`config.mk`:
```
export PLATFORM = sky130hd
export DESIGN_NAME = key_schedule
export DESIGN_NICKNAME = d
export VERILOG_FILES = /design/src/rtl/key_sched_pkg.sv /design/src/rtl/gf_xtime.sv /design/src/rtl/key_schedule.sv
export SDC_FILE = /design/constraint.sdc
export NUM_CORES = 1
export LEC_CHECK = 0
export ABC_CLOCK_PERIOD_IN_PS = 3900
export CAP_MARGIN = 20
export CORE_ASPECT_RATIO = 0.5
export CORE_MARGIN = 2
export CORE_UTILIZATION = 45
export CTS_CLUSTER_SIZE = 14
export DETAILED_ROUTE_END_ITERATION = 10
export PLACE_DENSITY = 0.76
export RECOVER_POWER = 25
export SLEW_MARGIN = 20
export SYNTH_ARGS = -nofsm -noshare
export SYNTH_HDL_FRONTEND = slang
export SYNTH_HIERARCHICAL = 1
export SYNTH_SLANG_ARGS = --single-unit
```
`constraint.sdc`:
```
create_clock -name clk -period 3.9 [get_ports clk]
set_input_delay 0.39 -clock clk [delete_from_list [all_inputs] [get_ports clk]]
set_output_delay 0.39 -clock clk [all_outputs]
set_load 0.02 [all_outputs]
```
`src/rtl/key_sched_pkg.sv`:
```
// Shared definitions for the round-key generator: widths, round-constant
// seed and reduction polynomial, and the controller state encoding.
package key_sched_pkg;

    localparam int KEY_W = 32;
    localparam int RK_W  = 8;
    localparam int IDX_W = 4;

    localparam logic [RK_W-1:0] RC_INIT = 8'h01;
    localparam logic [RK_W-1:0] RC_POLY = 8'h1B;

    typedef enum logic [1:0] {
        ST_IDLE = 2'd0,
        ST_GEN  = 2'd1,
        ST_DONE = 2'd2
    } state_e;

endpackage

```
`src/rtl/gf_xtime.sv`:
```
// GF(2^8) doubling: shift left one bit and reduce by the AES polynomial
// when the bit shifted out was set.
module gf_xtime
    import key_sched_pkg::*;
(
    input  logic [RK_W-1:0] x,
    output logic [RK_W-1:0] y
);

    // Pure combinational doubling, reduction applied on carry-out.
    always_comb begin
        y = {x[RK_W-2:0], 1'b0} ^ (x[RK_W-1] ? RC_POLY : '0);
    end

endmodule

```
`src/rtl/key_schedule.sv`:
```
// Round-key generator: loads a 32-bit master key and presents one 8-bit
// round key per handshake, each being the top key byte XOR a round constant.
// The key rotates left by a byte and the constant doubles in GF(2^8) on
// every accepted round key.
//
// state   | meaning
// --------+-----------------------------------------------------------
// IDLE    | waiting for key_load; outputs quiet
// GEN     | presenting round_key for round_idx, advancing on handshake
// DONE    | one-cycle completion pulse, loads ignored
module key_schedule
    import key_sched_pkg::*;
#(
    parameter int NUM_ROUNDS = 10
) (
    input  logic             clk,
    input  logic             rst,
    input  logic [KEY_W-1:0] key_in,
    input  logic             key_load,
    input  logic             rk_ready,
    output logic [RK_W-1:0]  round_key,
    output logic             rk_valid,
    output logic [IDX_W-1:0] round_idx,
    output logic             busy,
    output logic             done
);

    localparam logic [IDX_W-1:0] LAST_IDX = IDX_W'(NUM_ROUNDS - 1);

    state_e           state_q,     state_d;
    logic [KEY_W-1:0] key_reg_q,   key_reg_d;
    logic [RK_W-1:0]  rc_q,        rc_d;
    logic [IDX_W-1:0] round_idx_q, round_idx_d;
    logic [RK_W-1:0]  rc_next;

    gf_xtime u_gf_xtime (
        .x (rc_q),
        .y (rc_next)
    );

    // State and datapath registers, cleared asynchronously.
    always_ff @(posedge clk or posedge rst) begin
        if (rst) begin
            state_q     <= ST_IDLE;
            key_reg_q   <= '0;
            rc_q        <= RC_INIT;
            round_idx_q <= '0;
        end else begin
            state_q     <= state_d;
            key_reg_q   <= key_reg_d;
            rc_q        <= rc_d;
            round_idx_q <= round_idx_d;
        end
    end

    // Next-state: load in IDLE, rotate/double on each handshake in GEN,
    // hold the index on the final round so it never leaves 0..NUM_ROUNDS-1.
    always_comb begin
        state_d     = state_q;
        key_reg_d   = key_reg_q;
        rc_d        = rc_q;
        round_idx_d = round_idx_q;
        case (state_q)
            ST_IDLE: begin
                if (key_load) begin
                    state_d     = ST_GEN;
                    key_reg_d   = key_in;
                    rc_d        = RC_INIT;
                    round_idx_d = '0;
                end
            end
            ST_GEN: begin
                if (rk_ready) begin
                    key_reg_d = {key_reg_q[KEY_W-RK_W-1:0], key_reg_q[KEY_W-1:KEY_W-RK_W]};
                    rc_d      = rc_next;
                    if (round_idx_q == LAST_IDX) begin
                        state_d = ST_DONE;
                    end else begin
                        round_idx_d = round_idx_q + 1'b1;
                    end
                end
            end
            ST_DONE: begin
                state_d = ST_IDLE;
            end
            default: begin
                state_d = ST_IDLE;
            end
        endcase
    end

    // Outputs decoded from registered state only.
    always_comb begin
        rk_valid  = (state_q == ST_GEN);
        round_key = rk_valid ? (key_reg_q[KEY_W-1:KEY_W-RK_W] ^ rc_q) : '0;
        round_idx = round_idx_q;
        busy      = (state_q == ST_GEN) || (state_q == ST_DONE);
        done      = (state_q == ST_DONE);
    end

endmodule

```
* After elaboration in Yosys (flattened, before gate mapping) *
Cells that the tools add are included.

storage, ports and cells
  register bits = 46
  bits in latches = 0
  memory bits (writable) = 0
  bits in read-only memories = 0
  input port bits = 36
  output and inout bits = 15
  memories = 0

cells by class
  $add $sub $neg = 1
  multiply operators = 0
  div/mod/pow operators = 0
  magnitude comparators = 0
  equality and inequality tests = 7
  shift operators = 0
  mux-type cells = 16
  bitwise logic cells = 2
  reductions and logical operators = 6

operator list
  operator                                        count
  2-to-1 mux 32 bit                               2
  case mux 32 bit (2 select lines)                1
  2-to-1 mux 8 bit                                3
  case mux 8 bit (2 select lines)                 1
  bitwise XOR 8 bit                               2
  2-to-1 mux 4 bit                                3
  case mux 4 bit (2 select lines)                 1
  2-to-1 mux 2 bit                                3
  != test 2 bit (second input constant)           3
  AND reduction 3 bit                             2
  2-to-1 mux 5 bit                                1
  adder 4 x 1 -> 4 bit (second input constant)    1
  == test 4 bit (second input constant)           1
  case mux 2 bit (2 select lines)                 1
  AND reduction 4 bit                             1
  == test 2 x 1 -> 1 bit (second input constant)  1
  == test 2 bit (second input constant)           1
  zero test 2 bit                                 1
  != test 2 x 1 -> 1 bit (second input constant)  1
  nonzero test 2 bit                              1
  logical OR 1 bit                                1

* Logic depth before layout (Yosys ltp) *
Gate-level depths: netlist (run 1).

  depth in word-level cells = 4
  depth in mapped cells = 7
  mapped depth without buffers = 5

* Hierarchy *
Netlist (run 1), hierarchy kept.

modules (own cells, without submodules)
  module        instances  cells each  area an instance (um^2)
  key_schedule  1          196         2,498.6
  gf_xtime      1          8           63.8

* Least setup slack after synthesis (run 1) *
OpenSTA, ideal clock, no wires.

  kind = register to output
  start = register state_q[1]
  end = output port round_key[0]
  data arrival time = 1.709 ns
  path slack = 1.801 ns
  stages on the path, launching flop included = 7
  path buffers = 3
  path through = dfrtp_1 > inv_1 > ha_1 > buf_4 > buf_2 > clkbuf_1 > and2_1

on the way
  cells in the longest elaborated chain, start to end = 2

RTL lines
  what                    line                RTL
  start, declared         key_schedule.sv:30  state_e state_q, state_d;
  start signal, assigned  key_schedule.sv:49  state_q <= state_d;
  == test 2 x 1 -> 1 bit  key_schedule.sv:94  rk_valid = (state_q == ST_GEN);
  net rk_valid            key_schedule.sv:22  output logic rk_valid,
  2-to-1 mux 8 bit        key_schedule.sv:95  round_key = rk_valid ? (key_reg_q[KEY_W-1:KEY_W-RK_W] ^ rc_q) : '0;
  end, declared           key_schedule.sv:21  output logic [RK_W-1:0] round_key,

The timed path passes the listed nets, and every way through them passes these cells.

* Worst setup path in the final report (run 1) *
  start = register state_q[1]
  end = output port rk_valid

on the way
  cells in the longest elaborated chain, start to end = 1

RTL lines
  what                    line
  == test 2 x 1 -> 1 bit  key_schedule.sv:94
  end, declared           key_schedule.sv:22

No other way between the ends.

==> PnR_summary.wiki, run 1 <==
{| class="wikitable"
! Metric !! Value
|-
| Violations in the final reports || capacitance limit, slew limit
|-
| Lkg Pwr || 1.36 nW
|-
| Global Route Usage Sum || 15.4%
|-
| Full die area || 6350 sq um
|-
| Most frequent cells after synthesis || mux2_2, dfrtp_1, inv_1
|-
| Proportion of synthesized chip area in sequential cells || 45.0%
|-
| Cell count after synthesis || 204
|-
| Routed vias/inst || 4.94
|-
| Met1 track utilization from global routing || 18.8%
|-
| Design Area, Final || 3210 sq um
|-
| Final critical delay including setup and external delays || 2.76 ns
|-
| Fraction of synthesized cell area taken by the top area cell type || 43.9%
|-
| Post-CTS setup buffers || 0
|-
| Pin count of the biggest net entering global routing || 47
|-
| Antenna violations before repair || 0
|-
| Clock latency on the worst-skew pair || 0.28 ns
|-
| 1st-pass router iterations || 4
|-
| ANT nets after route || 0
|-
| DRT iter0 DRCs || 16
|-
| Cell area after technology mapping || 2560 sq um
|-
| DR vias || 1,596
|-
| Power per cell area || 820 nW/um^2
|-
| Port-buffer cells || 50
|-
| Num Clock Sinks || 46
|-
| Initial cell density of the core || 46.7%
|-
| Arrival @ worst endpoint || 2.37 ns
|-
| Number of enable flip-flop cells after synthesis || 0
|-
| Overall power of the completed layout || 2.63 mW
|-
| Transition time at the pin with the least slew margin || 1.88 ns
|-
| Worst Path Buf+Inv || 3
|-
| Min-Delay Path Class || register to register
|-
| CP Max Fanout || 31
|-
| Placed wire-length estimate after detailed placement || 3260 microns
|-
| Final number of max-transition violations || 36
|-
| Share of post-route cells with drive strength above 1 || 30.8%
|-
| Core area || 5490 sq um
|-
| Max IR drop VDD || 353 uV
|-
| Kind of cell adding the most delay to the critical path || buffers and inverters
|-
| Count of antenna diodes in the layout || 0
|-
| Cell area reported after detailed placement || 3060 sq um
|-
| Final clock skew || 0.00801 ns
|-
| Wire length of the first global-routing pass || 7770 microns
|-
| Global route overflow || 0
|-
| Dominant cells by area after synthesis || dfrtp_1, mux2_2, xor2_1
|-
| Number of max-capacitance violations reported || 1
|-
| Max Clk Rate || 362 MHz
|-
| Required time of the critical path || 3.51 ns
|-
| Number of synthesized register bits || 46
|-
| Nature of the critical path endpoint || output port
|-
| Horizontal die dimension || 111 microns
|-
| Critical path's slowest cell || clkdlybuf4s50_1
|-
| Distinct cell type count of the synthesized netlist || 31
|-
| Setup TNS || 0 ns
|-
| Number of nets in the finished design || 291
|-
| Setup Viol. Count Final || 0
|-
| Mapped Nets || 246
|-
| Global route hottest layer || met2
|-
| Count of endpoints failing hold in the final timing report || 0
|-
| Hold Buf Count CTS || 0
|-
| Outcome || finished with violations
|-
| Proportion of synthesized flip-flops having asynchronous set or reset || 100%
|-
| Ordered list of cells on the worst path || inv_1, ha_2, buf_4, clkdlybuf4s50_1
|-
| Count of placed standard cells in the final layout, fillers left out || 323
|-
| Number of placed instances with taps included || 314
|-
| CTS Root Buffer Type || clkbuf_16
|-
| Critical Setup Path Class || register to output port
|-
| Count of unresolved DRC violations after routing || 0
|-
| Number of top-level pins || 51
|-
| Relative slew slack || -25.5%
|-
| Category of the worst setup path launch point || register
|-
| CTS tree || built
|-
| Warnings, synthesis || 6
|-
| Routability congestion estimate || 0.745
|-
| Via count of the first global-routing pass || 1,665
|-
| Chip height || 57.4 microns
|-
| Synthesized area divided by synthesized cell count || 12.6 sq um
|-
| Number of filler instances in the final layout || 448
|-
| Most frequently used cell type in the post-synthesis netlist || mux2_2
|-
| Largest stage delay on the critical path || 0.67 ns
|-
| Unrepaired setup endpoints after global routing || false
|-
| Global-route met3 utilization || 3.61%
|-
| Period utilisation layout || 70.8%
|-
| Clock transition at the register clock pins on the worst setup and hold paths after CTS || 0.07 ns
|-
| H-Tree Level Count || 2
|-
| Cell accounting for the most synthesized area || dfrtp_1
|-
| Growth of design area from synthesis to finish || 25.3%
|-
| Post-detailed-routing wire length || 4640 microns
|-
| Maximum number of buffers from clock root to sink || 2
|-
| Row count || 19
|-
| TritonCTS Buffers || 5
|-
| Core Util, Final || 58.5%
|-
| Average wire per standard cell || 14.4 microns
|-
| Synth Flop Type || dfrtp_1
|-
| Resized cells post-CTS || 0
|-
| Met2 GRT Util || 27.4%
|}
[worst reg2reg max path: stages (launching register included)]
cell and delay [ns]:
dfrtp_1 0.39, inv_1 0.12, ha_2 0.46, buf_4 0.43, and2b_1 0.32, nor3_4 0.04
buf_4 0.28, mux2_1 0.40
[power by group]
part | internal, mW | total (mW) | switching (mW) | leakage (nW)
Sequential | 0.706 | 0.857 | 0.150 | 0.559
Clock | 0.254 | 0.426 | 0.172 | 0.0739
Combinational | 0.777 | 1.35 | 0.576 | 0.726
Total | 1.74 | 2.63 | 0.897 | 1.36
[path summary, 6_finish.rpt]
| kind | from | to | slack, ns | depth (start not counted) |
|---|---|---|---|---|
| max | state_q[1] | rk_valid | 1.14 | 4 |
| min | key_reg_q[12] | key_reg_q[12] | 0.48 | 1 |
| max reg2reg | state_q[1] | key_reg_q[11] | 1.34 | 7 |
| min reg2reg | key_reg_q[12] | key_reg_q[12] | 0.48 | 1 |
| max in group asynchronous | rst | key_reg_q[28] | 1.24 | 3 |
| min in group asynchronous | rst | rc_q[3] | 0.54 | 2 |
[per-layer routing]
metal / wire length, microns / part of all wire, %
met1: 2100 / 45
met2: 2380 / 51
met3: 132 / 2.8
met4: 27 / 0.58
met5: 0 / 0
[metrics by stage]
| step | hold WS (ns) | setup WS (ns) |
|---|---|---|
| after CTS | 0.482 | 1.11 |
| after global routing | 0.492 | 0.778 |
| after floorplan | 0.452 | 1.80 |
| final | 0.482 | 1.14 |
| after global placement | 0.463 | 1.45 |
| after detailed placement | 0.468 | 1.35 |
[flip-flops by register name, summed over array words and instances (netlist names)]
register,cells
round_idx,4
key_reg_q,32
state_q,2
rc_q,8
[kinds of logic (layout without fill, tap and decap cells)]
family                   after synthesis  count (layout)  share of synthesized area [%]
multiplexers                          75              75                           32.5
flip-flops                            46              46                           45.0
AND/OR/NAND/NOR                       31              31                           7.52
buffers and inverters                 28              74                           6.25
XOR/XNOR                              11              11                           3.76
AO/OA/AOI/OAI                          7               7                           2.05
adder cells (fa/ha/maj)                6               6                           2.93
[cell usage in the layout (no fill, tap or decap)]
cell,count
o211ai_1,1
clkbuf_8,1
nor3_2,1
o31a_1,1
nand4b_1,1
nor3_4,1
a41o_1,1
a21oi_1,1
clkbuf_1,2
xor2_1,11
nand2b_1,3
a311oi_1,1
ha_2,1
nor2_1,2
dlygate4sd3_1,1
clkbuf_16,5
mux2_1,2
nor2b_1,2
and2_1,8
o21a_1,1
nand2_1,7
or4_1,1
and4b_1,1
clkinv_2,1
mux2_2,64
clkdlybuf4s50_1,49
dfrtp_1,45
mux2i_1,9
nand3_1,2
dfstp_2,1
ha_1,5
o21ai_0,1
buf_4,2
and2b_1,2
inv_1,13
[final cells by class]
class,instances,area [sq um],area share [%]
multi-input cells,130,1250,39.0
well taps,73,91.3,2.84
inverters,13,48.8,1.52
repair buffers,53,519,16.2
clock buffers,7,143,4.44
flip-flops and latches,46,1150,35.9
clock inverters,1,5.00,0.156
Note: power is estimated with default switching activity, not from simulation.
==> run 2, diff against run 1 <==
- ABC_CLOCK_PERIOD_IN_PS: 3900 -> 2690
- clock period: 3.9 -> 2.69 ns (I/O delays scaled with it)
==> run 2 against run 1 <==
Setup slack got worse by 0.90 ns. Via count rose by 2.8%. Critical endpoint is now round_key[6]. The run now ends clean. First-iteration DRC count rose to 3.2 times the previous value. Final area rose by 2.2%. Clock skew fell by 0.0021 ns.
==> PnR_summary.wiki, run 2 (synthesis gave the netlist of run 1 again) <==
{| class="wikitable"
! Metric !! Value
|-
| Hold Buf Count CTS || 0 (unchanged)
|-
| Category of the worst setup path launch point || register (unchanged)
|-
| Clock share of power || 19.7% (was 16.2%)
|-
| Via count of the first global-routing pass || 1,733 (was 1,665)
|-
| Nature of the critical path endpoint || output port (unchanged)
|-
| Clock latency on the worst-skew pair || 0.29 ns (was 0.28 ns)
|-
| CP Max Fanout || 27 (was 31)
|-
| Number of top-level pins || 51 (unchanged)
|-
| Period utilisation layout || 91.1%
|-
| CTS Root Buffer Type || clkbuf_16 (unchanged)
|-
| Count of antenna diodes in the layout || 0 (unchanged)
|-
| Post-detailed-routing wire length || 4670 microns (was 4640 microns)
|-
| Core Util, Final || 59.8% (was 58.5%)
|-
| Path depth of the worst reg2reg path || 5 (was 7)
|-
| Placed wire-length estimate after detailed placement || 3320 microns (was 3260 microns)
|-
| Number of nets in the finished design || 292 (was 291)
|-
| Most used cells in the layout excluding fill and tap cells || mux2_2, clkdlybuf4s50_1, dfrtp_1 (unchanged)
|-
| Global Route Usage Sum || 15.9% (was 15.4%)
|-
| Combinational fraction of design power || 49.5% (was 51.3%)
|-
| Total net switching power || 1.33 mW (was 0.897 mW)
|-
| Largest reg by FF count || key_reg_q (unchanged)
|-
| Overall power of the completed layout || 4.04 mW (was 2.63 mW)
|-
| Final clock skew || 0.00589 ns (was 0.00801 ns)
|-
| Full die area || 6350 sq um (unchanged)
|-
| Setup Viol. Count Final || 0 (unchanged)
|-
| Pin count of the biggest net entering global routing || 41 (was 47)
|-
| Arrival @ worst endpoint || 2.18 ns (was 2.37 ns)
|-
| Share of post-route cells with drive strength above 1 || 31.9% (was 30.8%)
|-
| WHS || 0.485 ns (was 0.482 ns)
|-
| DR vias || 1,640 (was 1,596)
|-
| Most frequent standard cell in the layout excluding fill and tap cells || mux2_2 (unchanged)
|-
| Power per cell area || 1230 nW/um^2 (was 820 nW/um^2)
|-
| ANT nets after route || 0 (unchanged)
|-
| Num Clock Sinks || 46 (unchanged)
|-
| Max IR drop VDD || 461 uV (was 353 uV)
|-
| Number of max-capacitance violations reported || 0 (was 1)
|-
| Slack of the worst reg-to-reg path || 0.45 ns (was 1.34 ns)
|-
| Terminus of the critical flop-to-flop path || key_reg_q[5] (was key_reg_q[11])
|-
| Min-Delay Path Class || register to register (unchanged)
|-
| Internal power || 2.71 mW (was 1.74 mW)
|-
| Chip height || 57.4 microns (unchanged)
|-
| Average wire per standard cell || 14.4 microns (about the same)
|-
| Count of unresolved DRC violations after routing || 0 (unchanged)
|-
| Outcome || finished, final reports clean (was finished with violations)
|-
| Horizontal die dimension || 111 microns (unchanged)
|-
| Post-CTS setup buffers || 0 (unchanged)
|-
| Growth of design area from synthesis to finish || 28.1% (was 25.3%)
|-
| Final number of max-transition violations || 0 (was 36)
|-
| 1st-pass router iterations || 4 (unchanged)
|-
| Count of endpoints failing hold in the final timing report || 0 (unchanged)
|-
| Global route overflow || 0 (unchanged)
|-
| Final critical delay including setup and external delays || 2.45 ns
|-
| Initial cell density of the core || 46.7% (unchanged)
|-
| Required time of the critical path || 2.42 ns (was 3.51 ns)
|-
| Routability congestion estimate || 0.764 (was 0.745)
|-
| Maximum number of buffers from clock root to sink || 2 (unchanged)
|-
| Relative slew slack || 20.3% (was -25.5%)
|-
| Core area || 5490 sq um (unchanged)
|-
| TritonCTS Buffers || 5 (unchanged)
|-
| Clock transition at the register clock pins on the worst setup and hold paths after CTS || 0.06 ns (was 0.07 ns)
|-
| Lkg Pwr || 1.39 nW (was 1.36 nW)
|-
| Critical Setup Path Class || register to output port (unchanged)
|-
| H-Tree Level Count || 2 (unchanged)
|-
| Reg2Reg Launch Point || state_q[1] (unchanged)
|-
| Port-buffer cells || 50 (unchanged)
|-
| Critical path startpoint || state_q[1] (unchanged)
|-
| Resized cells post-CTS || 0 (unchanged)
|-
| Reg power frac || 30.8% (was 32.5%)
|-
| Flip-flop count of the largest register, all copies and words added || 32 (unchanged)
|-
| Design Area, Final || 3280 sq um (was 3210 sq um)
|-
| Unrepaired setup endpoints after global routing || false (unchanged)
|-
| Critical Path Sink || round_key[6] (was rk_valid)
|-
| Fraction of power spent switching nets || 32.9% (was 34.1%)
|-
| Wire length of the first global-routing pass || 8090 microns (was 7770 microns)
|-
| Max Clk Rate || 408 MHz
|-
| Routed vias/inst || 5.06 (was 4.94)
|-
| Cell area reported after detailed placement || 3090 sq um (was 3060 sq um)
|-
| Row count || 19 (unchanged)
|-
| Transition time at the pin with the least slew margin || 1.19 ns (was 1.88 ns)
|-
| CTS tree || built (unchanged)
|-
| Setup TNS || 0 ns (unchanged)
|-
| DRT iter0 DRCs || 51 (was 16)
|-
| Antenna violations before repair || 0 (unchanged)
|}
-- run 2: layout make-up --
class / count / area (sq um)
Clock buffer: 5 / 125
Multi-Input combinational cell: 130 / 1250
Sequential cell: 46 / 1150
Tap cell: 73 / 91.3
Timing Repair Buffer: 54 / 543
Inverter: 13 / 48.8
Clock inverter: 3 / 68.8
Fill cell: 427 / 2210
-- run 2: worst min path at each step --
stage	end	from	depth (start not counted)
6_report	key_reg_q[11]	key_reg_q[11]	1
5_1_grt	key_reg_q[11]	key_reg_q[11]	1
4_1_cts	key_reg_q[15]	rst	2
3_5_place_dp	key_reg_q[11]	key_reg_q[11]	1
3_3_place_gp	key_reg_q[11]	key_reg_q[11]	1
2_1_floorplan	state_q[0]	key_load	2
-- run 2: layer usage --
metal | routed length [microns] | track usage (%)
met1 | 2130 | 19.8
met2 | 2340 | 27.7
met3 | 141 | 3.93
met4 | 61 | 5.36
met5 | 0 | 0
-- run 2: through the flow --
step / std cells / setup slack [ns]
after detailed placement: 316 / 0.462
final: 324 / 0.240
after floorplan: 204 / 0.712
after CTS: 324 / 0.221
after global routing: 324 / 0.130
after global placement: 316 / 0.572
-- run 2: power groups by stage --
stage          logic [mW]  registers, mW  clock network (mW)
2_1_floorplan        1.59           1.21                   0
6_report             2.00           1.24               0.797
3_5_place_dp         2.02           1.25                   0
3_3_place_gp         1.95           1.24                   0
4_1_cts              2.02           1.25               0.816
5_1_grt              2.17           1.29               0.843
-- run 2: critical path: stages (launching register included) --
cell             delay, ns
dfrtp_1               0.40
inv_1                 0.13
ha_2                  0.53
and2_1                0.22
clkdlybuf4s50_1       0.61
==> run 3, diff against run 2 <==
- CAP_MARGIN: 20 -> unset
==> results of run 3 <==
Same layout as run 2: the final DEF is identical, and so are final timing and power.
